--- src/rtl/timer_sched.sv ---
// Shares one down-counter between two level requesters: arbitrate, grant, load, count to zero, done pulse.
// Grant 1 cycle after winning req, done L+2 cycles after it; a req arriving while busy waits on its level, never queued.
module timer_sched #(
    parameter bit  RR_EN   = 1'b1,
    parameter type timer_t = logic [15:0]
) (
    input  logic   clk,
    input  logic   rst_n,
    input  logic   req_0,
    input  logic   req_1,
    input  logic   abort,
    input  timer_t tmr_val,
    output logic   sel,
    output logic   gnt_0,
    output logic   gnt_1,
    output logic   done_0,
    output logic   done_1,
    output logic   busy,
    output timer_t count
);

    typedef enum logic [1:0] {
        S_IDLE,
        S_LOAD,
        S_COUNT,
        S_DONE
    } state_t;

    state_t state_q, state_d;
    logic   sel_q, sel_d;
    logic   last_q, last_d;
    timer_t count_q, count_d;
    logic   winner;

    // last_q resets to 1 so requester 0 takes the first tie under round-robin
    always_ff @(posedge clk or negedge rst_n) begin
        if (!rst_n) begin
            state_q <= S_IDLE;
            sel_q   <= 1'b0;
            last_q  <= 1'b1;
            count_q <= '0;
        end else begin
            state_q <= state_d;
            sel_q   <= sel_d;
            last_q  <= last_d;
            count_q <= count_d;
        end
    end

    assign winner = (req_0 && req_1) ? (RR_EN ? !last_q : 1'b0) : req_1;

    always_comb begin
        state_d = state_q;
        sel_d   = sel_q;
        last_d  = last_q;
        count_d = count_q;
        case (state_q)
            S_IDLE: begin
                if (req_0 || req_1) begin
                    sel_d   = winner;
                    state_d = S_LOAD;
                end
            end
            S_LOAD: begin
                count_d = tmr_val;
                state_d = (tmr_val == '0) ? S_DONE : S_COUNT;
            end
            S_COUNT: begin
                if (count_q != '0) begin
                    count_d = count_q - timer_t'(1);
                end
                if (count_q <= timer_t'(1)) begin
                    state_d = S_DONE;
                end
            end
            S_DONE: begin
                last_d  = sel_q;
                state_d = S_IDLE;
            end
            default: state_d = S_IDLE;
        endcase
        // Cancel overrides every transition; ownership history is left untouched
        if (abort) begin
            state_d = S_IDLE;
            count_d = '0;
            sel_d   = sel_q;
            last_d  = last_q;
        end
    end

    assign sel    = sel_q;
    assign gnt_0  = (state_q == S_LOAD) && !sel_q;
    assign gnt_1  = (state_q == S_LOAD) &&  sel_q;
    assign done_0 = (state_q == S_DONE) && !sel_q;
    assign done_1 = (state_q == S_DONE) &&  sel_q;
    assign busy   = (state_q != S_IDLE);
    assign count  = count_q;

endmodule

--- config.mk ---
export PLATFORM = sky130hd
export DESIGN_NAME = timer_sched
export DESIGN_NICKNAME = d
export VERILOG_FILES = /design/src/rtl/timer_sched.sv
export SDC_FILE = /design/constraint.sdc
export NUM_CORES = 1
export LEC_CHECK = 0
export BUFFER_PORTS_ARGS = -buffer_cell sky130_fd_sc_hd__buf_2
export CORE_MARGIN = 2
export CORE_UTILIZATION = 54
export CTS_BUF_LIST = sky130_fd_sc_hd__clkbuf_2
export CTS_CLUSTER_SIZE = 8
export DETAILED_ROUTE_END_ITERATION = 8
export GPL_TIMING_DRIVEN = 0
export PLACE_DENSITY = 0.91
export RECOVER_POWER = 50
export REMOVE_ABC_BUFFERS = 1
export SKIP_CTS_REPAIR_TIMING = 1
export SYNTH_ARGS = -nofsm -noshare
export SYNTH_HDL_FRONTEND = slang
export SYNTH_SLANG_ARGS = --single-unit
export TNS_END_PERCENT = 100
--- constraint.sdc ---
create_clock -name clk -period 2.5 [get_ports clk]
set_input_delay 0 -clock clk [delete_from_list [all_inputs] [get_ports clk]]
set_output_delay 0 -clock clk [all_outputs]
set_load 0.02 [all_outputs]
==> qor.yml, run 1 <==
clock_network:
  cts_num_sinks: 20
  numCtsBuffers: 3
  clock_latency_ns: 0.34
  cts_htree_levels: 1
  cts_tree: "done"
  cts.clk_slew.worst_paths_ns: 0.22
  cts_buffer_depth: 2
  cts_root_buf: "clkbuf_2"
routing:
  remaining_drc_errors: 0
  wirelength_mm: 4.38
  wl_per_cell_um: 17.0
  dr_total_vias: 1641
  ant_nets: 0
  via_per_inst: 6.36
  dr.pass1.iters: 5
  drt_iter0_markers: 84
timing:
  rsz0062_at_grt: "false"
  worstMarginPinSlew_ns: 1.08
  fin_hold_ws_ns: -0.0379
  max_freq_ghz: 0.429
  finalHoldViolCount: 2
  period_needed_ns: 2.33
  period_share: 0.933
  setup_ws_ns: 0.167
  setup_viol: 0
  relSlewSlack: 0.277
  finalMaxSlewViolations: 0
  fin_skew_ns: 0.0202
  setup_tns_ns: 0
worst_setup_path:
  cp-startpoint: "state_q[0]$_DFFE_PN0P_"
  crit_path_start_kind: "flip-flop"
  cp_data_arrival_time_ns: 2.53
  path_max_fanout: 19
  rr_startpoint: "state_q[0]$_DFFE_PN0P_"
  path_class: "reg -> reg"
  required_ns: 2.70
  critPathCaptureType: "flip-flop"
flow_run:
  cap_violations: 0
yosys:
  syn_inst: 179
  synth-seq-cells: 20
  synth-edff-count: 0
  yosysUniqueCellTypes: 45
  yosysSeqAreaShare: 0.328
  syn_area_um2: 1530
  yosys_warnings: 0
  synthFlopType: "dfrtp_1"
  syn_avg_cell_area_um2: 8.54
  synth-async-reset-ratio: 1.00
power:
  peakVddDrop_mv: 0.791
  power.density_nw_per_um2: 1280
  p_leak_nw: 0.819
outcome:
  violations: "negative hold slack"
  status: "finished, violations left"
placement:
  dp_hpwl_mm: 3.12
  pre_cts_ws_ns: -0.0384
  place_congestion: 0.956
  port_buffers: 42
  place_area_um2: 1750
global_routing:
  grtUsageTotal: 0.254
  grt_overflow_total: 0
  grt_max_degree: 21
  first_global_vias: 1408
  antenna_found_initial: 0
  grt_pass1_wl_mm: 6.53
cells_and_area:
  final_util: 0.680
  drive_gt1_frac: 0.207
  fin_nets: 257
  area_growth_pct: 21.6
  diodes: 0
  fin_area_um2: 1860
  nFillCells: 239
floorplan:
  dieArea_um2: 3270
  ios: 43
  row_count: 19
  core_area_um2: 2730
  die_h_um: 57.2
  die_width_um: 57.2
  start_util: 0.559
min_path:
  hp-class: "in -> reg"
  holdCritStartpoint: "tmr_val[3]"
## power by group
| part | internal [mW] | switching (mW) |
|---|---|---|
| logic | 0.560 | 1.00 |
| registers | 0.458 | 0.201 |
| clock network | 0.0423 | 0.111 |
| total | 1.06 | 1.31 |
## path summary, 6_finish.rpt
check,end,slack (ns),cells after the start
max in group asynchronous,count[5]$_DFFE_PN0P_,1.50,2
worst max register to register,count[5]$_DFFE_PN0P_,0.17,5
worst min-delay path,state_q[0]$_DFFE_PN0P_,-0.04,4
worst max-delay path,count[5]$_DFFE_PN0P_,0.17,5
min in group asynchronous,count[11]$_DFFE_PN0P_,0.34,2
worst min register to register,count[15]$_DFFE_PN0P_,0.57,1
## through the flow
step	power, mW	std cells	hold slack, ns
detailed placement	2.17	244	-0.0220
global placement	2.15	244	-0.0336
global route	2.54	258	0.00249
finish	2.37	258	-0.0379
floorplan	1.72	171	-0.296
CTS	2.32	248	-0.421
## routing by layer
metal	part of all wire	GRT usage	vias to the layer above
li1	-	-	772
met1	0.41	0.345	732
met2	0.47	0.424	120
met3	0.090	0.0272	17
met4	0.030	0.0831	0
met5	0	0	-
## sequential cells by signal, summed over array words and instances (netlist names)
register  cells
count        16
last_q        1
sel           1
state_q       2
## synth_stat cells (5+ instances only)
| cell | n | share of area |
|---|---|---|
| ha_1 | 8 | 0.065 |
| dfrtp_1 | 19 | 0.31 |
| nand2_1 | 14 | 0.034 |
| inv_1 | 9 | 0.022 |
| o21ai_0 | 9 | 0.029 |
| nor2b_1 | 6 | 0.025 |
| nor2_1 | 16 | 0.039 |
| clkbuf_1 | 6 | 0.015 |
| nor3_1 | 9 | 0.029 |
| nor4_1 | 7 | 0.029 |
| nand2b_1 | 5 | 0.020 |
| a21oi_1 | 7 | 0.023 |
| mux2i_1 | 6 | 0.039 |
## kinds of logic after synthesis
logic type                 synth area share
AOI/OAI and AO/OA                     0.204
buffers and inverters                0.0434
muxes                                0.0687
adders and majority gates            0.0655
DFF                                   0.328
and+or+nand+nor                       0.291
## cell usage in the layout (no fill, tap or decap), drive strengths merged, types with 3 or more instances in the layout
| master | n |
|---|---|
| clkbuf | 16 |
| nor3 | 10 |
| nand4 | 3 |
| dfrtp | 19 |
| nor4 | 8 |
| inv | 9 |
| mux2i | 6 |
| buf | 30 |
| dlygate4sd3 | 10 |
| ha | 8 |
| a21oi | 7 |
| o311ai | 4 |
| and2 | 3 |
| o21ai | 9 |
| or4 | 3 |
| nand2b | 5 |
| a31oi | 4 |
| nand2 | 14 |
| nor2 | 16 |
| nor4b | 4 |
| mux2 | 4 |
| nand3 | 4 |
| nor2b | 6 |
| a211oi | 4 |
## worst max-delay path: stages (launching register included)
cell and delay [ns]:
dfrtp_1 0.48, inv_1 0.16, ha_2 0.44, nor2b_1 0.54, nand2_1 0.14, o311ai_0 0.42
## final cells by class
class / instances / area, um2 / share of cell area
clock buffer: 4 / 20.0 / 0.0108
tap: 31 / 38.8 / 0.0209
timing repair buffer: 52 / 295 / 0.159
multi-input combinational: 142 / 970 / 0.522
inverter: 9 / 33.8 / 0.0182
sequential: 20 / 502 / 0.270
(Power assumes the default switching activity.)
==> inputs of run 2 (changes only) <==
ABC_CLOCK_PERIOD_IN_PS = 2500   (was not set)
PLACE_DENSITY = not set   (was 0.91)
PLACE_DENSITY_LB_ADDON = 0.1   (was not set)
SLEW_MARGIN = 5   (was not set)
==> run 2 against run 1 <==
Effect of this change: fmax grew 2.6%; cell count up 0.39%; first-iteration DRC count is 57% higher; via count up 1.0%; clock power decreased by 7%; the flow now finishes without violations; total power shrank 0.23%; register-to-register slack improved by 0.06 ns; cell area is 0.47% higher; sequential power about the same; critical endpoint unchanged; setup slack gained 0.058 ns; highest routed layer unchanged.
==> qor.yml, run 2 (synthesis gave the netlist of run 1 again) <==
placement:
  dp_hpwl_mm: 3.30
  place_area_um2: 1750
  port_buffers: 42
  place_congestion: 0.934
  dp_cells: 244
power:
  pwr-share-seq: 0.278
  power.density_nw_per_um2: 1270
  combPwrFrac: 0.662
  p_sw_mw: 1.31
  peakVddDrop_mv: 0.886
  intPower_mw: 1.05
  p_leak_nw: 0.821
  power_switching_share: 0.555
  clockPowerShare: 0.060
routing:
  top_layer_used: "met4"
  wirelength_mm: 4.59
  wl_met1_mm: 1.93
  via_per_inst: 6.40
  wl_per_cell_um: 17.7
  dr.pass1.iters: 5
  remaining_drc_errors: 0
  dr_total_vias: 1658
  ant_nets: 0
  drt_iter0_markers: 132
  dr_wl_met3_um: 346
  routed-wl-met2_mm: 2.21
global_routing:
  first_global_vias: 1508
  grtUsageTotal: 0.286
  grt_max_degree: 21
  antenna_found_initial: 0
  grt_pass1_wl_mm: 7.28
  grt_overflow_total: 0
timing:
  rsz0062_at_grt: "false"
  relSlewSlack: 0.255
  fin_skew_ns: 0.00582
  finalHoldViolCount: 0
  period_needed_ns: 2.27
  setup_viol: 0
  worstMarginPinSlew_ns: 1.12
  finalMaxSlewViolations: 0
  period_share: 0.910
  max_freq_ghz: 0.440
clock_network:
  numCtsBuffers: 3
  clock_latency_ns: 0.32
  cts_htree_levels: 1
  cts_num_sinks: 20
  cts.clk_slew.worst_paths_ns: 0.21
  cts_tree: "done"
  cts_root_buf: "clkbuf_2"
  cts_buffer_depth: 2
worst_setup_path:
  crit_path_start_kind: "flip-flop"
  cp_data_arrival_time_ns: 2.49
  rr_startpoint: "state_q[0]$_DFFE_PN0P_"
  required_ns: 2.71
  cp-startpoint: "state_q[0]$_DFFE_PN0P_"
  critPathCaptureType: "flip-flop"
  path_class: "reg -> reg"
  ff2ff_path_depth: 5
  path_max_fanout: 19
flow_run:
  cap_violations: 0
floorplan:
  row_count: 19
  ios: 43
  die_h_um: 57.2
  die_width_um: 57.2
  core_area_um2: 2730
  start_util: 0.559
  dieArea_um2: 3270
cells_and_area:
  area_growth_pct: 22.2
  fin_nets: 258
  final_cells: 259
  final_cell_mix: "buf_2 (30), dfrtp_1 (19), nor2_1 (16), nand2_1 (14), clkbuf_1 (12)"
  drive_gt1_frac: 0.202
  diodes: 0
  fin_area_um2: 1870
  largest_reg_flops: 16
  layout_commonest_cell: "buf_2"
min_path:
  holdCritStartpoint: "tmr_val[11]"
  hold_path_depth: 3
  hp-class: "in -> reg"
outcome:
  status: "finished, final reports clean"
==> run 2: cell count changes in the layout (fill, tap and decap cells not counted) <==
cell           previous run  this run
clkinv_1                  0         1
clkbuf_2                  4         3
dlygate4sd3_1            10        11
==> run 2: final timing paths <==
check | end | slack, ns
min in group asynchronous | count[15]$_DFFE_PN0P_ | 0.37
worst max-delay path | count[5]$_DFFE_PN0P_ | 0.23
worst min-delay path | count[11]$_DFFE_PN0P_ | 0.001
worst max register to register | count[5]$_DFFE_PN0P_ | 0.23
worst min register to register | count[10]$_DFFE_PN0P_ | 0.57
max in group asynchronous | count[2]$_DFFE_PN0P_ | 1.47
==> run 2: worst max-delay path, cell delays in order, from the launching register on <==
cell and delay, ns:
dfrtp_1 0.47, inv_1 0.15, ha_2 0.44, nor2b_1 0.57
nand2_1 0.17, o311ai_0 0.36
==> run 2: cell type report <==
type                       count  area (um2)
fill                         235         866
clock buffer                   3        15.0
multi-input combinational    142         970
inverter                       9        33.8
tap                           31        38.8
timing repair buffer          53         305
clock inverter                 1        3.75
sequential                    20         502
==> run 2: through the flow <==
stage / power, mW / setup TNS [ns] / setup WS, ns / utilization / hold slack (ns)
after global routing: 2.56 / 0 / 0.0816 / 0.683 / 0.00131
after floorplan: 1.72 / 0 / 0.476 / - / -0.296
after global placement: 2.15 / -0.00397 / -0.00397 / 0.638 / -0.0276
final: 2.37 / 0 / 0.225 / 0.683 / 0.00136
after detailed placement: 2.17 / -0.0492 / -0.0492 / 0.638 / -0.0169
after CTS: 2.32 / -0.0790 / -0.0682 / 0.645 / -0.413
==> run 2: per-layer routing <==
| metal | global-route usage | vias to the layer above |
|---|---|---|
| met5 | 0 | - |
| met4 | 0.0930 | 0 |
| met3 | 0.0363 | 11 |
| met2 | 0.455 | 81 |
| met1 | 0.404 | 786 |
| li1 | - | 780 |
==> run 2: power by group through the flow <==
stage | Clock (mW) | Sequential [mW] | Combinational [mW]
global route | 0.159 | 0.688 | 1.72
floorplan | 0 | 0.756 | 0.966
global placement | 0 | 0.649 | 1.50
finish | 0.142 | 0.658 | 1.57
detailed placement | 0 | 0.660 | 1.51
CTS | 0.151 | 0.651 | 1.52
==> inputs of run 3 (changes only) <==
ABC_CLOCK_PERIOD_IN_PS = 2600   (was 2500)
clock period = 2.6 ns   (was 2.5 ns; I/O delays follow)
==> run 3 against run 2 <==
Effect of this change: the run now ends with negative hold slack left; first-iteration DRC count down 5.3%; sequential cell count unchanged; core utilization down 0.14 points; clock skew down 0.0012 ns; setup slack worse by 0.083 ns; clock power down 4%; global-route usage unchanged; highest routed layer unchanged.
==> qor.yml, run 3 (synthesis gave the netlist of run 1 again) <==
outcome:
  status: "finished, violations left"
  violations: "negative hold slack"
global_routing:
  grt_overflow_total: 0
  antenna_found_initial: 0
  grt_max_degree: 21
  use_met3: 0.0363
  grt_util_met2: 0.455
  first_global_vias: 1508
  grt_use_met1: 0.404
  grt_pass1_wl_mm: 7.28
  top_usage_layer: "met2"
  grtUsageTotal: 0.286
timing:
  fin_hold_ws_ns: -0.00111
  period_share: 0.945
  finalMaxSlewViolations: 0
  setup_viol: 0
  period_needed_ns: 2.46
  setup_tns_ns: 0
  setup_ws_ns: 0.142
  relSlewSlack: 0.258
  max_freq_ghz: 0.407
  fin_skew_ns: 0.00465
  finalHoldViolCount: 1
  rsz0062_at_grt: "false"
  worstMarginPinSlew_ns: 1.11
placement:
  place_congestion: 0.934
  dp_hpwl_mm: 3.30
  dp_cells: 244
  pre_cts_ws_ns: 0.0508
  port_buffers: 42
worst_setup_path:
  cp_data_arrival_time_ns: 2.70
  critPathCaptureType: "flip-flop"
  required_ns: 2.84
  rrSetupSlack_ns: 0.14
  crit_path_start_kind: "flip-flop"
  path_max_fanout: 15
  path_class: "reg -> reg"
  ff2ff_path_depth: 7
routing:
  wl_per_cell_um: 17.8
  via_per_inst: 6.41
  ant_nets: 0
  remaining_drc_errors: 0
  wirelength_mm: 4.60
  drt_iter0_markers: 125
  dr_total_vias: 1660
  dr.pass1.iters: 5
floorplan:
  die_h_um: 57.2
  dieArea_um2: 3270
  die_width_um: 57.2
  ios: 43
  row_count: 19
  core_area_um2: 2730
  start_util: 0.559
cells_and_area:
  fin_nets: 258
  final_util: 0.682
  drive_gt1_frac: 0.197
  largest_reg_flops: 16
  final_cells: 259
  layout_commonest_cell: "buf_2"
  nFillCells: 236
  area_growth_pct: 21.9
  final_cell_mix: "buf_2 (30), dfrtp_1 (19), nor2_1 (16), nand2_1 (14), clkbuf_1 (12)"
  diodes: 0
clock_network:
  cts.clk_slew.worst_paths_ns: 0.21
  clock_latency_ns: 0.32
  cts_htree_levels: 1
  cts_buffer_depth: 2
  cts_root_buf: "clkbuf_2"
  cts_tree: "done"
  numCtsBuffers: 3
  cts_num_sinks: 20
power:
  p_leak_nw: 0.820
  peakVddDrop_mv: 0.857
  power.density_nw_per_um2: 1220
flow_run:
  cap_violations: 0
min_path:
  hold_path_depth: 3
  hp-class: "in -> reg"
==> run 3: cell counts in the layout (fill, tap and decap cells not counted) <==
Identical to the previous run, type by type.
==> run 3: stage by stage <==
step,power (mW),area (um2)
floorplan,1.66,1500
finish,2.28,1860
global placement,2.07,1750
CTS,2.23,1760
detailed placement,2.09,1750
global route,2.45,1860
==> run 3: critical path, cell delays in order, from the launching register on <==
cell     delay (ns)
dfrtp_1        0.45
inv_1          0.13
ha_2           0.41
nor2b_1        0.22
nor3_1         0.08
a21oi_1        0.54
o21ai_0        0.21
a221o_1        0.32
==> run 3: final timing paths <==
path | start | to
setup / recovery | state_q[1]$_DFFE_PN0P_ | count[13]$_DFFE_PN0P_
hold / removal | tmr_val[11] | count[11]$_DFFE_PN0P_
setup reg to reg | state_q[1]$_DFFE_PN0P_ | count[13]$_DFFE_PN0P_
hold reg to reg | count[10]$_DFFE_PN0P_ | count[10]$_DFFE_PN0P_
max in group asynchronous | rst_n | count[2]$_DFFE_PN0P_
min in group asynchronous | rst_n | count[15]$_DFFE_PN0P_
==> run 3: area by class of cell <==
type	count	area, um2	area share
Clock inverter	1	3.75	0.00201
Tap cell	31	38.8	0.0208
Timing Repair Buffer	53	305	0.164
Clock buffer	3	15.0	0.00805
Inverter	9	33.8	0.0181
Sequential cell	20	502	0.269
Multi-Input combinational cell	142	966	0.518
==> run 3: routing by layer <==
| metal | up-vias | wire length, um | part of all wire |
|---|---|---|---|
| met3 | 11 | 352 | 0.076 |
| met2 | 91 | 2230 | 0.48 |
| met4 | 0 | 97 | 0.021 |
| li1 | 781 | - | - |
| met5 | - | 0 | 0 |
| met1 | 777 | 1920 | 0.42 |
==> run 3: report_power, final <==
group          switching, mW  internal [mW]  leakage, nW
sequential             0.194          0.440        0.263
combinational          0.967          0.536        0.544
clock                  0.104         0.0335       0.0140
total                   1.27           1.01        0.820
